`src/rtl/adpcm_encoder_if.sv`:
```
// adpcm_encoder_if: PCM sample stream and sound-RAM write bus of the ADPCM encoder
// master (encoder side): takes pcm_in/pcm_valid, drives pcm_ready and the mem_addr/mem_data/mem_write strobe
// slave  (source/RAM side): the mirror image
interface adpcm_encoder_if #(
    parameter int ADDR_WIDTH = 16
);
    logic [11:0]           pcm_in;
    logic                  pcm_valid;
    logic                  pcm_ready;
    logic [ADDR_WIDTH-1:0] mem_addr;
    logic [7:0]            mem_data;
    logic                  mem_write;
    modport master(input pcm_in, pcm_valid, output pcm_ready, mem_addr, mem_data, mem_write);
    modport slave(output pcm_in, pcm_valid, input pcm_ready, mem_addr, mem_data, mem_write);
endinterface

```
`src/rtl/adpcm_encoder.sv`:
```
// adpcm_encoder: 12-bit PCM to OKI/MSM5205 4-bit ADPCM, two nibbles per byte (high first) into sound RAM
// Ports: clk; reset (async, active-low); start/start_addr arm a clip at an address;
//        flush pads a pending high nibble with 0 and writes it; bus carries the PCM
//        stream and the RAM write port; last_addr is the last byte written (player end
//        address); busy is high outside IDLE.
module adpcm_encoder #(
    parameter int ADDR_WIDTH = 16
) (
    input  logic                  clk,
    input  logic                  reset,
    input  logic                  start,
    input  logic [ADDR_WIDTH-1:0] start_addr,
    input  logic                  flush,
    adpcm_encoder_if.master       bus,
    output logic [ADDR_WIDTH-1:0] last_addr,
    output logic                  busy
);
    typedef enum logic [1:0] {IDLE, QUANT, UPDATE, WRITE} state_t;

    localparam logic [10:0] STEP [49] = '{
        11'd16,   11'd17,   11'd19,   11'd21,   11'd23,   11'd25,   11'd28,   11'd31,   11'd34,   11'd37,
        11'd41,   11'd45,   11'd50,   11'd55,   11'd60,   11'd66,   11'd73,   11'd80,   11'd88,   11'd97,
        11'd107,  11'd118,  11'd130,  11'd143,  11'd157,  11'd173,  11'd190,  11'd209,  11'd230,  11'd253,
        11'd279,  11'd307,  11'd337,  11'd371,  11'd408,  11'd449,  11'd494,  11'd544,  11'd598,  11'd658,
        11'd724,  11'd796,  11'd876,  11'd963,  11'd1060, 11'd1166, 11'd1282, 11'd1411, 11'd1552
    };

    state_t                state, state_nx;
    logic                  armed, phase, flush_pend, ready, xfer, flush_go;
    logic [11:0]           sample, predictor, pred_nx, delta;
    logic [5:0]            index, index_nx;
    logic [6:0]            iup;
    logic [3:0]            nib, nib_nx, hold;
    logic [7:0]            data_q;
    logic [ADDR_WIDTH-1:0] addr;
    logic [12:0]           step, d, m0, m1, m2;
    logic signed [13:0]    psum;

    assign step = {2'b00, STEP[index]};

    // Successive-approximation quantiser on |sample - predictor|
    assign d      = {sample[11], sample} - {predictor[11], predictor};
    assign m0     = d[12] ? ~d + 13'd1 : d;
    assign m1     = m0 >= step ? m0 - step : m0;
    assign m2     = m1 >= (step >> 1) ? m1 - (step >> 1) : m1;
    assign nib_nx = {d[12], m0 >= step, m1 >= (step >> 1), m2 >= (step >> 2)};

    // Decoder-identical reconstruction so the player tracks the same predictor
    assign delta   = 12'((step >> 3) + (nib[2] ? step : 13'd0) + (nib[1] ? step >> 1 : 13'd0) + (nib[0] ? step >> 2 : 13'd0));
    assign psum    = nib[3] ? $signed({{2{predictor[11]}}, predictor}) - $signed({2'b00, delta})
                            : $signed({{2{predictor[11]}}, predictor}) + $signed({2'b00, delta});
    assign pred_nx = psum > 14'sd2047 ? 12'h7FF : psum < -14'sd2048 ? 12'h800 : psum[11:0];
    assign iup      = {1'b0, index} + {4'd0, nib[1:0], 1'b0} + 7'd2;
    assign index_nx = !nib[2] ? (index == 6'd0 ? 6'd0 : index - 6'd1) : iup > 7'd48 ? 6'd48 : iup[5:0];

    assign bus.mem_addr = addr;
    assign bus.mem_data = data_q;

    always_ff @(posedge clk or negedge reset)
        if (!reset) state <= IDLE;
        else        state <= state_nx;

    // A latched flush blocks new samples until it has been served in IDLE
    always_comb begin
        ready         = state == IDLE && armed && !flush_pend;
        xfer          = ready && bus.pcm_valid && !start;
        flush_go      = state == IDLE && !start && !xfer && phase && (flush || flush_pend);
        state_nx      = start             ? IDLE
                      : state == IDLE     ? (xfer ? QUANT : flush_go ? WRITE : IDLE)
                      : state == QUANT    ? UPDATE
                      : state == UPDATE   ? (phase ? WRITE : IDLE)
                      : IDLE;
        bus.pcm_ready = ready;
        bus.mem_write = state == WRITE;
        busy          = state != IDLE;
    end

    always_ff @(posedge clk or negedge reset)
        if (!reset) begin
            armed      <= 1'b0;
            phase      <= 1'b0;
            flush_pend <= 1'b0;
            sample     <= '0;
            predictor  <= '0;
            index      <= '0;
            nib        <= '0;
            hold       <= '0;
            data_q     <= '0;
            addr       <= '0;
            last_addr  <= '0;
        end else begin
            if (state == WRITE) last_addr <= addr;
            if (start) begin
                armed      <= 1'b1;
                phase      <= 1'b0;
                flush_pend <= 1'b0;
                predictor  <= '0;
                index      <= '0;
                addr       <= start_addr;
            end else begin
                if (xfer) sample <= bus.pcm_in;
                if (state == QUANT) nib <= nib_nx;
                if (state == UPDATE) begin
                    predictor <= pred_nx;
                    index     <= index_nx;
                    phase     <= !phase;
                    if (phase) data_q <= {hold, nib};
                    else       hold   <= nib;
                end
                if (flush_go) begin
                    data_q <= {hold, 4'h0};
                    phase  <= 1'b0;
                end
                if (state == WRITE) addr <= addr + 1'b1;
                flush_pend <= state == IDLE && !xfer ? 1'b0 : flush_pend | flush;
            end
        end
endmodule

```
`src/flat_wrapper.sv`:
```
// flat-port wrapper written by rule: the top's interface ports become plain ports
module adpcm_encoder_flat 
#(
    parameter int ADDR_WIDTH = 16
)
  (clk, reset, start, start_addr, flush, last_addr, busy, bus_pcm_in, bus_pcm_valid, bus_pcm_ready, bus_mem_addr, bus_mem_data, bus_mem_write);
  adpcm_encoder_if #(.ADDR_WIDTH(ADDR_WIDTH)) bus_i ();
  input  logic clk;
  input  logic reset;
  input  logic start;
  input  logic [ADDR_WIDTH-1:0] start_addr;
  input  logic flush;
  output logic [ADDR_WIDTH-1:0] last_addr;
  output logic busy;
  input wire logic [$bits(bus_i.pcm_in)-1:0] bus_pcm_in;
  input wire logic [$bits(bus_i.pcm_valid)-1:0] bus_pcm_valid;
  output wire logic [$bits(bus_i.pcm_ready)-1:0] bus_pcm_ready;
  output wire logic [$bits(bus_i.mem_addr)-1:0] bus_mem_addr;
  output wire logic [$bits(bus_i.mem_data)-1:0] bus_mem_data;
  output wire logic [$bits(bus_i.mem_write)-1:0] bus_mem_write;
  assign bus_i.pcm_in = bus_pcm_in;
  assign bus_i.pcm_valid = bus_pcm_valid;
  assign bus_pcm_ready = bus_i.pcm_ready;
  assign bus_mem_addr = bus_i.mem_addr;
  assign bus_mem_data = bus_i.mem_data;
  assign bus_mem_write = bus_i.mem_write;
  adpcm_encoder #(.ADDR_WIDTH(ADDR_WIDTH)) u_core (.clk(clk), .reset(reset), .start(start), .start_addr(start_addr), .flush(flush), .bus(bus_i), .last_addr(last_addr), .busy(busy));
endmodule
```
`config.mk`:
```
export PLATFORM = sky130hd
export DESIGN_NAME = adpcm_encoder_flat
export DESIGN_NICKNAME = d
export VERILOG_FILES = /design/src/rtl/adpcm_encoder_if.sv /design/src/rtl/adpcm_encoder.sv /design/src/flat_wrapper.sv
export SDC_FILE = /design/constraint.sdc
export NUM_CORES = 1
export LEC_CHECK = 0
export ABC_AREA = 1
export BUFFER_PORTS_ARGS = -buffer_cell sky130_fd_sc_hd__buf_2
export CAP_MARGIN = 20
export CORE_ASPECT_RATIO = 0.8
export CORE_MARGIN = 5
export CORE_UTILIZATION = 45
export DETAILED_ROUTE_END_ITERATION = 12
export PLACE_DENSITY_LB_ADDON = 0.1
export SLEW_MARGIN = 20
export SYNTH_ARGS = -nofsm -noshare
export SYNTH_HDL_FRONTEND = slang
export SYNTH_SLANG_ARGS = --single-unit
```
`constraint.sdc`:
```
create_clock -name clk -period 6.82 [get_ports clk]
set_clock_uncertainty 0.15 [all_clocks]
set_input_delay 0.682 -clock clk [delete_from_list [all_inputs] [get_ports clk]]
set_output_delay 0.682 -clock clk [all_outputs]
set_load 0.01 [all_outputs]
```
==> run summary <==
The number of detailed-routing iterations run before antenna repair is 5, and the clock-pin slew on the worst setup and hold paths is 0.07 ns. The run gives 0 as the total number of yosys warnings. Counting both buffers and inverters, the worst setup path holds a total of 8. The filler cells instantiated in the layout total 1770. The critical path required time is 6.93 ns, and the final cycle utilization of the critical path is 107%. The checks that failed: setup timing.

Counting flops and latches in the post-synthesis netlist gives 83. In the routed design, unresolved DRC markers number 0. The worst setup path is captured at a flop. The run gives 1311 as the number of instances in the synthesized netlist. The final worst-path setup slack was -0.457 ns.

TritonCTS built the clock tree. In this run the vertical extent of the chip is 137 microns. Deepest clock path buffer count: 2. The cell sitting at the root of the clock tree is a clkbuf_16. The tools report the area occupied by registers as 0.00208 sq mm. The worst hold path belongs to the class input port to asynchronous set/reset pin.

The tools report the capturing point of the worst reg2reg path as u_core.nib[0]. Wires add up to 28100 microns. Fraction of the yosys area taken by sequential cells: 23.0%. The floorplan step defined a die boundary enclosing 0.0230 sq mm.

The setup path with the least slack is of type flop to flop. The synthesized area per cell is 6.89 sq um. The flow ran to the end, but the final reports show violations. The tools report the count of antenna diodes in the layout as 0.

The maximum single-stage delay on the critical path came out at 0.58 ns. The final critical path time including I/O delays and setup was 7.28 ns. The floorplan row count is 46. Detailed-placement wirelength estimate: 21500 microns.

The first global-routing pass estimated 45200 microns of wire. The number of distinct library cell variants in the gate-level netlist after synthesis was 57; the headroom to the max-slew limit was 35.4%. The worst slack at placement is -0.396 ns, and the number of H-tree branching levels is 3.

TritonCTS created 9 clock buffers. Most frequently used flop master after synthesis: dfrtp_1. Once the floorplan was initialized, standard cells occupied 45.6% of the core. The logs give 9664 for the detailed-route via count and 83 for the clock sink count. The number of nets handed over by synthesis was 1452. Clock network latency to the later pin of the worst-skew pair: 0.36 ns. The area growth from synthesis to layout is 38.7%. The worst register-to-register path begins at u_core.predictor[0]. The capturing element of the worst setup path was u_core.nib[0]. Across every metal layer, demand over resource in global routing totals 24.0%. The multi-input combinational cells in the finished layout cover a total of 0.00657 sq mm. The core area was 0.0198 sq mm. Of the cells placed in the final design, the portion with a size suffix greater than 1 is 31.7%. The tools report the highest clock rate as 0.137 GHz.

The largest net degree at the start of global routing is 62. The count of buffers added on input and output ports is 75. For this run, the share of the core covered by cells in the final layout is 63.3%. The critical path starts at u_core.predictor[0].

The depth of the critical timing path with buffers and inverters included was 55. Number of endpoints failing setup at the final stage: 1. Measured in cells, the most critical reg-to-reg path has a length of 55. The post-synthesis async set-or-reset flop share was 100%; the vias per cell was 5.07. The worst setup path is launched from a flop. The data arrival time of the critical path is 7.39 ns, and the measured slew at the worst slew-check pin is 0.968 ns.

The slowest cell on the critical path was fa_2. In this run the remaining antenna-violating nets after routing total 0. The congestion estimate from routability-driven global placement came to 0.945.

After the last flow step, the layout net total stands at 1777. The tools report the hold violation count in the final report as 0. After global routing the overflow that remains totals 0.

The count of flip-flops with a built-in enable after synthesis was 0. Along the worst path, the maximum fanout reaches 6. The initial antenna violation count is 0, and the quantity of hold-fixing buffers added after cts is 0. The violation count after the first detailed-routing iteration was 769.

The number of max-capacitance violations reported is 0, and the count of pins on the block boundary is 76. The max-slew violation count is 0. The width of the die was 168 microns; the via count of the first global-routing pass was 9096.

The setup check on the worst reg-to-reg path leaves a slack of -0.46 ns. Setup repair after global routing could not meet its margin everywhere. The most numerous cell type found on the critical path is nand2_2. Summing every instance area after synthesis gives 0.00903 sq mm. Dominant delay contributor by cell family on the critical path: simple AND/OR/NAND/NOR gates. The wire length per cell after detailed routing was 14.7 microns.
-- worst min path at each step --
stage                      start                end  slack (ns)  depth (start not counted)
global placement    u_core.armed       u_core.armed        0.29                          2
global route               reset  u_core.sample[11]        0.09                          1
CTS                        reset  u_core.sample[11]        0.08                          1
finish                     reset  u_core.sample[11]        0.08                          1
detailed placement  u_core.armed       u_core.armed        0.30                          2
floorplan                  reset       u_core.armed        0.24                          0
-- per-layer routing --
layer	vias up	track usage, %	wire length [microns]
met1	4436	35.9	13800
li1	4915	-	-
met4	0	6.40	578
met5	-	0	0
met3	39	2.92	1430
met2	274	36.7	12300
-- cell type report --
cell class	instances	share of cell area (%)
multi-input combinational	996	52.4
timing repair buffer	345	19.6
sequential	83	16.6
inverter	200	6.03
tap	264	2.64
clock buffer	9	1.80
clock inverter	7	0.839
timing repair inverter	1	0.0699
-- worst reg2reg max path, delay by kind of cell, from the launching register on --
| kind | cells | cell delay [ns] |
|---|---|---|
| XOR/XNOR | 1 | 0.14 |
| buffers and inverters | 8 | 0.58 |
| adder cells (fa/ha/maj) | 6 | 1.78 |
| flip-flops | 1 | 0.38 |
| AO/OA/AOI/OAI | 13 | 1.56 |
| AND/OR/NAND/NOR | 27 | 2.55 |
-- placed cells by master (no fill, tap or decap), types with 4 or more instances in the layout --
cell type / Yosys / routed
nor2_1: 109 / 98
nor3_2: 0 / 4
nand3_4: 3 / 4
nand3_2: 5 / 9
buf_12: 0 / 4
a21o_1: 5 / 5
nand4_1: 14 / 14
fa_1: 22 / 20
a31oi_1: 9 / 8
buf_4: 1 / 266
ha_4: 0 / 14
o21ai_1: 1 / 8
nor2_2: 4 / 14
o211ai_1: 14 / 14
ha_1: 86 / 70
o21ai_4: 0 / 4
nor3_1: 17 / 13
buf_2: 2 / 74
nand2_1: 341 / 317
dfrtp_1: 83 / 83
or2_2: 5 / 4
o221ai_1: 8 / 8
a21oi_2: 7 / 17
xnor2_1: 17 / 17
nand2_2: 13 / 34
o31ai_1: 9 / 9
xor2_1: 47 / 44
inv_2: 7 / 23
a21oi_1: 68 / 58
nand2_4: 3 / 6
o21ai_2: 1 / 6
inv_6: 0 / 5
nand3_1: 69 / 64
o21ai_0: 71 / 55
nand3b_1: 9 / 9
inv_1: 190 / 173
clkbuf_16: 0 / 9
-- registers in the layout (all words and copies together), names as in the netlist, 2 cells and up --
register / cells
u_core.bus.mem_addr: 16
u_core.index: 6
u_core.hold: 4
u_core.sample: 12
u_core.nib: 4
u_core.state: 2
u_core.predictor: 12
u_core.bus.mem_data: 8
u_core.last_addr: 16
-- cell families after synthesis --
family | share of synthesized area [%]
AND/OR/NAND/NOR | 29.2
buffers and inverters | 9.92
AO/OA/AOI/OAI | 14.9
adder cells (fa/ha/maj) | 16.8
flip-flops | 23.0
XOR/XNOR | 6.21
-- what timing repair did --
action	CTS	global route
endpoints found under the hold margin	0	0
setup buffers	26	10
gates resized for setup	52	62
cloned	1	0
endpoints found under the setup margin	12	13
pin swaps	46	51
-- synth_stat cells (7+ instances only) --
library cell,instances,share of area (%)
ha_1,86,12
o221ai_1,8,0.78
a21oi_2,7,0.68
inv_1,190,7.9
a31oi_1,9,0.62
o31ai_1,9,0.75
nor3_1,17,0.94
nand3_1,69,3.8
xnor2_1,17,1.6
nand4_1,14,0.97
dfrtp_1,83,23
a21oi_1,68,3.8
inv_2,7,0.29
nor2_1,109,4.5
fa_1,22,4.9
nand2_2,13,0.90
o211ai_1,14,1.2
xor2_1,47,4.6
nand3b_1,9,0.75
clkbuf_1,24,1.0
o21ai_0,71,3.9
nand2_1,341,14
-- per-stage QoR --
step                std cells  setup TNS, ns  hold WS, ns  area (sq um)
floorplan                1311         -0.274        0.236          9120
global placement         1852          -2.58        0.290         11500
detailed placement       1852          -2.63        0.296         11500
CTS                      1895         -0.161       0.0796         12200
global route             1905          -3.32       0.0944         12500
finish                   1905         -0.457       0.0764         12500
Power is not shown: default switching activity piles up to over one toggle a cycle in this logic, so the estimate is an artifact.
